<file path="src/rtl/boot_pkg.sv">
// Shared definitions for the UART boot-load controller: FSM state encoding,
// the state that means "no load in progress", and default port widths.
package boot_pkg;

  localparam int unsigned ADDR_W_DEF = 32;
  localparam int unsigned DATA_W_DEF = 32;
  localparam int unsigned CNT_W_DEF  = 16;

  typedef enum logic [2:0] {
    ST_RUN   = 3'd0,
    ST_ARM   = 3'd1,
    ST_LOAD  = 3'd2,
    ST_FLUSH = 3'd3,
    ST_BOOT  = 3'd4
  } boot_state_t;

  // State in which the CPU owns the memory write port and the UART is held idle.
  localparam boot_state_t LOAD_IDLE_STATE = ST_RUN;

endpackage

</file>
<file path="src/rtl/boot_wr_port_mux.sv">
// Memory write-port selector: the CPU request passes straight through unless
// the boot controller owns the port, in which case the controller's
// registered write is presented instead and the CPU request is dropped.
module boot_wr_port_mux #(
  parameter int unsigned ADDR_W = 32,
  parameter int unsigned DATA_W = 32
) (
  input  logic              own,
  input  logic              cpu_we,
  input  logic [ADDR_W-1:0] cpu_waddr,
  input  logic [DATA_W-1:0] cpu_wdata,
  input  logic              ctl_we,
  input  logic [ADDR_W-1:0] ctl_waddr,
  input  logic [DATA_W-1:0] ctl_wdata,
  output logic              mem_we,
  output logic [ADDR_W-1:0] mem_waddr,
  output logic [DATA_W-1:0] mem_wdata
);

  // Select the write source; purely combinational so RUN-mode writes see no latency.
  always_comb begin
    if (own) begin
      mem_we    = ctl_we;
      mem_waddr = ctl_waddr;
      mem_wdata = ctl_wdata;
    end else begin
      mem_we    = cpu_we;
      mem_waddr = cpu_waddr;
      mem_wdata = cpu_wdata;
    end
  end

endmodule

</file>
<file path="src/rtl/uart_boot_ctrl.sv">
// Boot-load controller: keeps the UART idle while the CPU runs, arms it on a
// load request, writes each completed UART word into memory, and releases the
// CPU with a one-cycle reset pulse once the load is finished.
module uart_boot_ctrl
  import boot_pkg::*;
#(
  parameter int unsigned ADDR_W = ADDR_W_DEF,
  parameter int unsigned DATA_W = DATA_W_DEF,
  parameter int unsigned CNT_W  = CNT_W_DEF
) (
  input  logic              clk,
  input  logic              rst,
  input  logic              load_req,
  input  logic [DATA_W-1:0] uart_data,
  input  logic [ADDR_W-1:0] uart_addr,
  input  logic              uart_done,
  output logic              uart_rst,
  output logic              cpu_stall,
  output logic              cpu_rst,
  input  logic              cpu_we,
  input  logic [ADDR_W-1:0] cpu_waddr,
  input  logic [DATA_W-1:0] cpu_wdata,
  output logic              mem_we,
  output logic [ADDR_W-1:0] mem_waddr,
  output logic [DATA_W-1:0] mem_wdata,
  output logic [2:0]        state,
  output logic [CNT_W-1:0]  word_cnt
);

  localparam logic [ADDR_W-1:0] ADDR_ONE = ADDR_W'(1);
  localparam logic [CNT_W-1:0]  CNT_ONE  = CNT_W'(1);
  localparam logic [CNT_W-1:0]  CNT_MAX  = {CNT_W{1'b1}};

  boot_state_t       state_r;
  boot_state_t       state_next_s;
  logic              load_req_q_r;
  logic              load_edge_s;
  logic [ADDR_W-1:0] prev_addr_r;
  logic              addr_chg_s;
  logic              wr_en_s;
  logic              cnt_clr_s;
  logic              ctl_we_r;
  logic [ADDR_W-1:0] ctl_waddr_r;
  logic [DATA_W-1:0] ctl_wdata_r;
  logic [CNT_W-1:0]  word_cnt_r;
  logic              own_s;

  assign load_edge_s = load_req & ~load_req_q_r;
  assign addr_chg_s  = (uart_addr != prev_addr_r);
  assign own_s       = (state_r != LOAD_IDLE_STATE);

  // FSM state register.
  always_ff @(posedge clk) begin
    if (rst) begin
      state_r <= LOAD_IDLE_STATE;
    end else begin
      state_r <= state_next_s;
    end
  end

  // FSM next-state logic; an abort in ARM takes priority over a first word.
  always_comb begin
    state_next_s = state_r;
    case (state_r)
      ST_RUN: begin
        if (load_edge_s) state_next_s = ST_ARM;
        else             state_next_s = ST_RUN;
      end
      ST_ARM: begin
        if (load_edge_s)     state_next_s = ST_RUN;
        else if (addr_chg_s) state_next_s = ST_LOAD;
        else                 state_next_s = ST_ARM;
      end
      ST_LOAD: begin
        if (uart_done) state_next_s = ST_FLUSH;
        else           state_next_s = ST_LOAD;
      end
      ST_FLUSH: state_next_s = ST_BOOT;
      ST_BOOT:  state_next_s = ST_RUN;
      default:  state_next_s = LOAD_IDLE_STATE;
    endcase
  end

  // FSM output decode from the registered state.
  always_comb begin
    uart_rst  = 1'b1;
    cpu_stall = 1'b0;
    cpu_rst   = 1'b0;
    case (state_r)
      ST_RUN: begin
        uart_rst  = 1'b1;
        cpu_stall = 1'b0;
        cpu_rst   = 1'b0;
      end
      ST_ARM, ST_LOAD, ST_FLUSH: begin
        uart_rst  = 1'b0;
        cpu_stall = 1'b1;
        cpu_rst   = 1'b0;
      end
      ST_BOOT: begin
        uart_rst  = 1'b1;
        cpu_stall = 1'b1;
        cpu_rst   = 1'b1;
      end
      default: begin
        uart_rst  = 1'b1;
        cpu_stall = 1'b0;
        cpu_rst   = 1'b0;
      end
    endcase
  end

  // Decide whether this cycle's address change is a word to write and when to clear the count.
  always_comb begin
    wr_en_s   = 1'b0;
    cnt_clr_s = 1'b0;
    case (state_r)
      ST_RUN: begin
        wr_en_s   = 1'b0;
        cnt_clr_s = load_edge_s;
      end
      ST_ARM: begin
        wr_en_s   = addr_chg_s & ~load_edge_s;
        cnt_clr_s = load_edge_s;
      end
      ST_LOAD, ST_FLUSH: begin
        wr_en_s   = addr_chg_s;
        cnt_clr_s = 1'b0;
      end
      default: begin
        wr_en_s   = 1'b0;
        cnt_clr_s = 1'b0;
      end
    endcase
  end

  // Edge-detect and previous-address history, tracked every cycle.
  always_ff @(posedge clk) begin
    if (rst) begin
      load_req_q_r <= 1'b0;
      prev_addr_r  <= '0;
    end else begin
      load_req_q_r <= load_req;
      prev_addr_r  <= uart_addr;
    end
  end

  // Registered controller write: the completed word lives at the address just before uart_addr.
  always_ff @(posedge clk) begin
    if (rst) begin
      ctl_we_r    <= 1'b0;
      ctl_waddr_r <= '0;
      ctl_wdata_r <= '0;
    end else begin
      ctl_we_r <= wr_en_s;
      if (wr_en_s) begin
        ctl_waddr_r <= uart_addr - ADDR_ONE;
        ctl_wdata_r <= uart_data;
      end else begin
        ctl_waddr_r <= ctl_waddr_r;
        ctl_wdata_r <= ctl_wdata_r;
      end
    end
  end

  // Saturating count of words written in the current or last load.
  always_ff @(posedge clk) begin
    if (rst) begin
      word_cnt_r <= '0;
    end else if (cnt_clr_s) begin
      word_cnt_r <= '0;
    end else if (wr_en_s && (word_cnt_r != CNT_MAX)) begin
      word_cnt_r <= word_cnt_r + CNT_ONE;
    end else begin
      word_cnt_r <= word_cnt_r;
    end
  end

  assign state    = state_r;
  assign word_cnt = word_cnt_r;

  boot_wr_port_mux #(
    .ADDR_W (ADDR_W),
    .DATA_W (DATA_W)
  ) u_wr_mux (
    .own       (own_s),
    .cpu_we    (cpu_we),
    .cpu_waddr (cpu_waddr),
    .cpu_wdata (cpu_wdata),
    .ctl_we    (ctl_we_r),
    .ctl_waddr (ctl_waddr_r),
    .ctl_wdata (ctl_wdata_r),
    .mem_we    (mem_we),
    .mem_waddr (mem_waddr),
    .mem_wdata (mem_wdata)
  );

endmodule

</file>
<file path="config.mk">
export PLATFORM = sky130hd
export DESIGN_NAME = uart_boot_ctrl
export DESIGN_NICKNAME = d
export VERILOG_FILES = /design/src/rtl/boot_pkg.sv /design/src/rtl/boot_wr_port_mux.sv /design/src/rtl/uart_boot_ctrl.sv
export SDC_FILE = /design/constraint.sdc
export NUM_CORES = 1
export LEC_CHECK = 0
export ABC_AREA = 1
export BUFFER_PORTS_ARGS = -buffer_cell sky130_fd_sc_hd__buf_2
export CORE_AREA = 2 2 131 133
export CTS_CLUSTER_DIAMETER = 100
export CTS_CLUSTER_SIZE = 10
export DETAILED_ROUTE_END_ITERATION = 6
export DIE_AREA = 0 0 133 135
export GPL_ROUTABILITY_DRIVEN = 1
export PLACE_DENSITY_LB_ADDON = 0.2
export SYNTH_ARGS = -nofsm -noshare
export SYNTH_HDL_FRONTEND = slang
export SYNTH_SLANG_ARGS = --single-unit
</file>
<file path="constraint.sdc">
create_clock -name clk -period 3.49 [get_ports clk]
set_input_delay 0.349 -clock clk [delete_from_list [all_inputs] [get_ports clk]]
set_output_delay 0.349 -clock clk [all_outputs]
set_load 0.1 [all_outputs]
</file>
==> flow_summary.yaml, run 1 <==
drt:
  via_count: 5937
  routedWlPerCell_um: 13.8
  vias_per_cell: 4.59
  drt_wl_total_um: 17800
  ant_nets: 0
  drt_pass1_iterations: 6
  initialDrtViolationCount: 206
  drcViolationCount: 0
place:
  placedCellCount: 1261
  io_buffer_count: 219
  gp_congestion: 0.869
  dp_hpwl_um: 12900
floorplanning:
  pin_count: 220
  start_util: 0.378
  core_area_um2: 16400
  die_x_um: 133
  die-area_um2: 18000
  die_h_um: 135
  rows: 47
clock_network:
  cts-hold-fix-buffers: 0
  cts_resized: 0
  clock_path_buffers: 2
  postCtsSetupRepairBufs: 0
  cts_root_buf: "clkbuf_16"
  cts.sinks: 117
  cts.htree.levels: 4
  cts_buffers: 17
  path_clk_slew_ns: 0.06
  cts_tree: "built"
  clk_latency_ns: 0.41
grt:
  grt_start_max_net_pins: 74
  grt.total_usage: 0.199
  grt_overflow_total: 0
  antenna_found_initial: 0
  grt_pass1_vias: 5548
  grt_pass1_wl_um: 28200
timing:
  skew_ns: 0.00930
  fmax_ghz: 0.365
  final-max-slew-violation-count: 0
  slew_headroom: 0.392
  post-route-period-util: 0.784
  worstMarginPinSlew_ns: 0.912
  rsz0062_at_grt: "false"
  holdWs_ns: 0.175
  finalSetupViolCount: 0
  period_minus_slack_ns: 2.74
  hold_violations: 0
worst_setup_path:
  endpoint_kind: "output port"
  cp.arrival_ns: 2.39
  cp_data_required_time_ns: 3.14
  critPathMaxFanout: 73
  crit_type: "reg -> out"
  start_kind: "flop"
power:
  vdd_drop_max_v: 0.000318
  power_density_nw_per_um2: 592
  leakage_nw: 3.71
logic_synthesis:
  synth_top_family_by_area: "simple AND/OR/NAND/NOR gates"
  synth_mux_area_frac: 0.104
  synth-simple-area-share: 0.275
  syn-instance-count: 854
  synth_edf_count: 0
  ys.flop_type: "dfxtp_1"
  ys_warn_count: 0
  ys_types: 33
  async_flop_share: 0
  netlist_area_um2: 6200
  synth-seq-cells: 117
  syn_area_per_cell_um2: 7.26
  seq_area_frac_synth: 0.378
  synth_xor_area_frac: 0.0876
  synth_compound_area_frac: 0.0793
  synth_adder_area_share: 0.00404
  syn_nets: 989
cells_and_area:
  instances_no_fill: 1293
  synthToLayoutAreaGrowth_pct: 30.5
  layout.nets: 1195
  regArea_um2: 2340
  fillerInstances: 1691
  multiInputGateArea_um2: 3430
  n_antenna_cell: 0
  drive_gt1_frac: 0.316
job:
  cap_violations: 0
run_status:
  status: "finished, final reports clean"
worst_hold_path:
  min_path_type: "in -> reg"
power breakdown:
group	switching (mW)	internal [mW]	total, mW	leakage (nW)
sequential	0.0536	1.44	1.49	0.962
clock	0.600	1.25	1.85	0.311
combinational	1.12	0.328	1.45	2.44
total	1.77	3.01	4.79	3.71
logic make-up after synthesis:
group	after synthesis
multiplexers	57
AO/OA/AOI/OAI	91
XOR/XNOR	62
adder cells (fa/ha/maj)	2
AND/OR/NAND/NOR	412
flip-flops	117
buffers and inverters	113
placed cells by master, fill, tap and decap left out, drive strengths merged, types with 9 or more instances in the layout:
master  synthesis  layout
a21oi          36      36
buf            13     224
clkbuf         24      23
dfxtp         117     117
inv            75      76
mux2           57      57
nand2         137     137
nand3          23      23
nand4          23      23
nor2          213     213
nor3            9       9
o21ai          54      54
xnor2          27      27
xor2           35      35
per-stage QoR:
step	setup TNS [ns]	cell area (um^2)	total power, mW	util	setup slack, ns
final	0	8090	4.79	0.493	0.753
after global routing	0	8090	4.99	0.493	0.553
after CTS	0	8090	4.84	0.493	0.673
after detailed placement	0	7460	2.97	0.455	0.938
after global placement	0	7460	2.96	0.455	0.976
after floorplan	-1.32	6210	2.70	-	-0.199
Yosys cell counts, types with 2 or more instances:
| cell type | count | area [um^2] |
|---|---|---|
| nor2_1 | 210 | 788 |
| nand2_1 | 133 | 499 |
| dfxtp_1 | 117 | 2340 |
| inv_1 | 72 | 270 |
| mux2_2 | 57 | 642 |
| xor2_1 | 35 | 307 |
| o21ai_0 | 28 | 140 |
| a21oi_1 | 27 | 135 |
| xnor2_1 | 27 | 236 |
| o21ai_1 | 26 | 130 |
| clkbuf_1 | 24 | 90.1 |
| nand4_1 | 23 | 144 |
| nand3_1 | 22 | 110 |
| buf_2 | 10 | 50.1 |
| a21oi_2 | 9 | 78.8 |
| nor3_1 | 6 | 30.0 |
| nand2_2 | 4 | 25.0 |
| inv_2 | 3 | 11.3 |
| nor2_2 | 3 | 18.8 |
| and2_1 | 2 | 12.5 |
| ha_1 | 2 | 25.0 |
| nor3_2 | 2 | 20.0 |
| nor4_1 | 2 | 12.5 |
worst max-delay path, cell delays in order, from the launching register on:
cell,delay [ns]
dfxtp_1,0.43
nor2_1,0.11
nand2_4,0.67
mux2_2,0.32
buf_2,0.43
worst paths after layout:
path	startpoint	to	slack (ns)	cells past startpoint
worst max register to register	state[1]	ctl_waddr_r[22]	1.11	10
worst min register to register	ctl_wdata_r[16]	ctl_wdata_r[16]	0.48	2
worst max-delay path	state[0]	mem_waddr[25]	0.75	4
worst min-delay path	uart_data[12]	ctl_wdata_r[12]	0.18	3
registers in the layout, summed over array words and instances (netlist names):
register / cells
ctl_waddr_r: 32
ctl_wdata_r: 32
prev_addr_r: 32
word_cnt: 16
state: 3
ctl_we_r: 1
load_req_q_r: 1
layer usage:
layer	up-vias	part of all wire	GRT usage
met1	2612	0.46	0.255
met5	-	0	0
met2	177	0.47	0.336
li1	3135	-	-
met4	0	0.0093	0.0633
met3	13	0.060	0.0435
area by class of cell:
type,count,share of cell area
Inverter,76,0.0353
Sequential cell,117,0.290
Tap cell,220,0.0340
Multi-Input combinational cell,624,0.424
Timing Repair Buffer,224,0.140
Clock inverter,9,0.0184
Clock buffer,23,0.0591
Note: power is estimated with default switching activity, not from simulation.
==> run 2, diff against run 1 <==
clock period = 2.3 ns   (was 3.49 ns; I/O delays follow)
==> flow_summary.yaml, run 2 (synthesis gave the netlist of run 1 again) <==
worst_setup_path:
  crit_path_top_delay_cell: "mux2_2"
  crit_type: "reg -> out"
  crit_end: "mem_wdata[18]"
  crit_start: "state[2]"
  start_kind: "flop"
  reg2reg_from: "prev_addr_r[8]"
  cp.arrival_ns: 1.90
  timing.rr.end: "ctl_waddr_r[1]"
  crit_family: "buffers and inverters"
  worstRegToRegCells: 14
  crit_buf_inv: 3
  ff2ff_setup_slack_ns: 0.47
  path_cells: "inv_1 -> nand2_4 -> buf_16 -> mux2_2 -> buf_4"
  cp_data_required_time_ns: 2.07
  critPathMaxFanout: 43
  endpoint_kind: "output port"
  cp.depth: 5
  critPathMaxStageDelay_ns: 0.38
cells_and_area:
  top_regs: "ctl_waddr_r x32, ctl_wdata_r x32, prev_addr_r x32"
  final_common_cell: "nor2_1"
  regArea_um2: 2360
  synthToLayoutAreaGrowth_pct: 41.4
  final_cell_mix: "208 x nor2_1, 154 x buf_2, 130 x nand2_1, 106 x dfxtp_1, 72 x inv_1"
  layout.nets: 1207
  fillerInstances: 1579
  multiInputGateArea_um2: 3530
  drive_gt1_frac: 0.345
  instances_no_fill: 1307
drt:
  via_count: 6117
  routedWlPerCell_um: 14.2
  vias_per_cell: 4.68
  drcViolationCount: 0
  initialDrtViolationCount: 316
  drt_wl_total_um: 18500
  drt_pass1_iterations: 4
  ant_nets: 0
timing:
  worstMarginPinSlew_ns: 0.525
  tns_ns: 0
  skew_ns: 0.00704
  hold_violations: 0
  rsz0062_at_grt: "false"
  fmax_ghz: 0.469
  period_minus_slack_ns: 2.13
  holdWs_ns: 0.0552
  setup_ws_ns: 0.167
  finalSetupViolCount: 0
  slew_headroom: 0.652
  final-max-slew-violation-count: 0
  post-route-period-util: 0.927
clock_network:
  clk_latency_ns: 0.41
  cts.htree.levels: 4
  clock_path_buffers: 2
  cts_root_buf: "clkbuf_16"
  cts_buffers: 17
  cts_tree: "built"
  cts.sinks: 117
  path_clk_slew_ns: 0.05
floorplanning:
  die_h_um: 135
  rows: 47
  core_area_um2: 16400
  die-area_um2: 18000
  pin_count: 220
  start_util: 0.378
  die_x_um: 133
place:
  dp_hpwl_um: 14000
  placedCellCount: 1272
  io_buffer_count: 219
  gp_congestion: 0.843
  preCtsSetupSlack_ns: 0.267
grt:
  antenna_found_initial: 2
  grt.total_usage: 0.208
  grt_start_max_net_pins: 44
  grt_overflow_total: 0
  grt_pass1_wl_um: 29400
  grt_pass1_vias: 5735
worst_hold_path:
  min_from: "uart_data[6]"
  min_path_type: "in -> reg"
power:
  leakage_nw: 3.93
  vdd_drop_max_v: 0.000496
  power_density_nw_per_um2: 861
run_status:
  status: "finished, final reports clean"
job:
  cap_violations: 0
-- run 2: cell types whose count changed in the layout (fill, tap and decap cells not counted), sizes merged --
| cell | before | now |
|---|---|---|
| clkinvlp | 0 | 4 |
| diode | 0 | 2 |
| buf | 224 | 233 |
| bufinv | 4 | 3 |
-- run 2: worst min-delay path by stage --
stage	cells after the start	slack [ns]	end
after floorplan	2	0.34	prev_addr_r[6]
after global placement	2	0.46	ctl_wdata_r[15]
after detailed placement	2	0.47	ctl_wdata_r[15]
after CTS	3	0.04	ctl_wdata_r[6]
after global routing	3	0.05	load_req_q_r
final	3	0.06	ctl_wdata_r[6]
-- run 2: stage by stage --
| stage | cell area [um^2] | total power [mW] | utilization |
|---|---|---|---|
| 3_5_place_dp | 8010 | 4.79 | 0.488 |
| 2_1_floorplan | 6320 | 4.14 | - |
| 6_report | 8760 | 7.54 | 0.534 |
| 4_1_cts | 8730 | 7.60 | 0.532 |
| 3_3_place_gp | 8010 | 4.77 | 0.488 |
| 5_1_grt | 8760 | 7.84 | 0.534 |
-- run 2: final cells by class --
type / count / area share
diodes: 2 / 0.000571
clock buffers: 20 / 0.0533
clock inverters: 12 / 0.0174
inverters: 76 / 0.0326
multi-input cells: 624 / 0.402
flip-flops and latches: 117 / 0.269
well taps: 220 / 0.0314
repair buffers: 236 / 0.193
-- run 2: layer usage --
| layer | global-route usage | wire, um | vias to the layer above |
|---|---|---|---|
| met1 | 0.268 | 8350 | 2727 |
| met4 | 0.0741 | 358 | 0 |
| met2 | 0.343 | 8640 | 204 |
| met3 | 0.0458 | 1170 | 25 |
| li1 | - | - | 3161 |
| met5 | 0 | 0 | - |
-- run 2: worst register-to-register path, stage by stage (launching register included) --
cell,delay [ns]
dfxtp_1,0.32
inv_1,0.04
nand2_1,0.05
nand2_1,0.04
nand2_1,0.07
nor2_1,0.06
nand2_1,0.07
nor2_1,0.05
nand2_1,0.13
nand2_2,0.10
inv_2,0.34
buf_12,0.27
nand2_1,0.08
nand2_1,0.06
nor2_1,0.04
-- run 2: power by group --
| part | internal, mW | leakage [nW] | switching, mW | total, mW |
|---|---|---|---|---|
| Sequential | 2.18 | 0.967 | 0.0817 | 2.26 |
| Combinational | 0.763 | 2.67 | 1.78 | 2.54 |
| Clock | 1.78 | 0.294 | 0.954 | 2.74 |
-- run 2: repair_timing --
item | 4_1_cts | 5_1_grt
hold buffers | 0 | 0
pin swaps | 0 | 1
gates resized for setup | 40 | 5
buffers inserted | 0 | 1
endpoints found under the setup margin | 40 | 39
cloned | 0 | 0
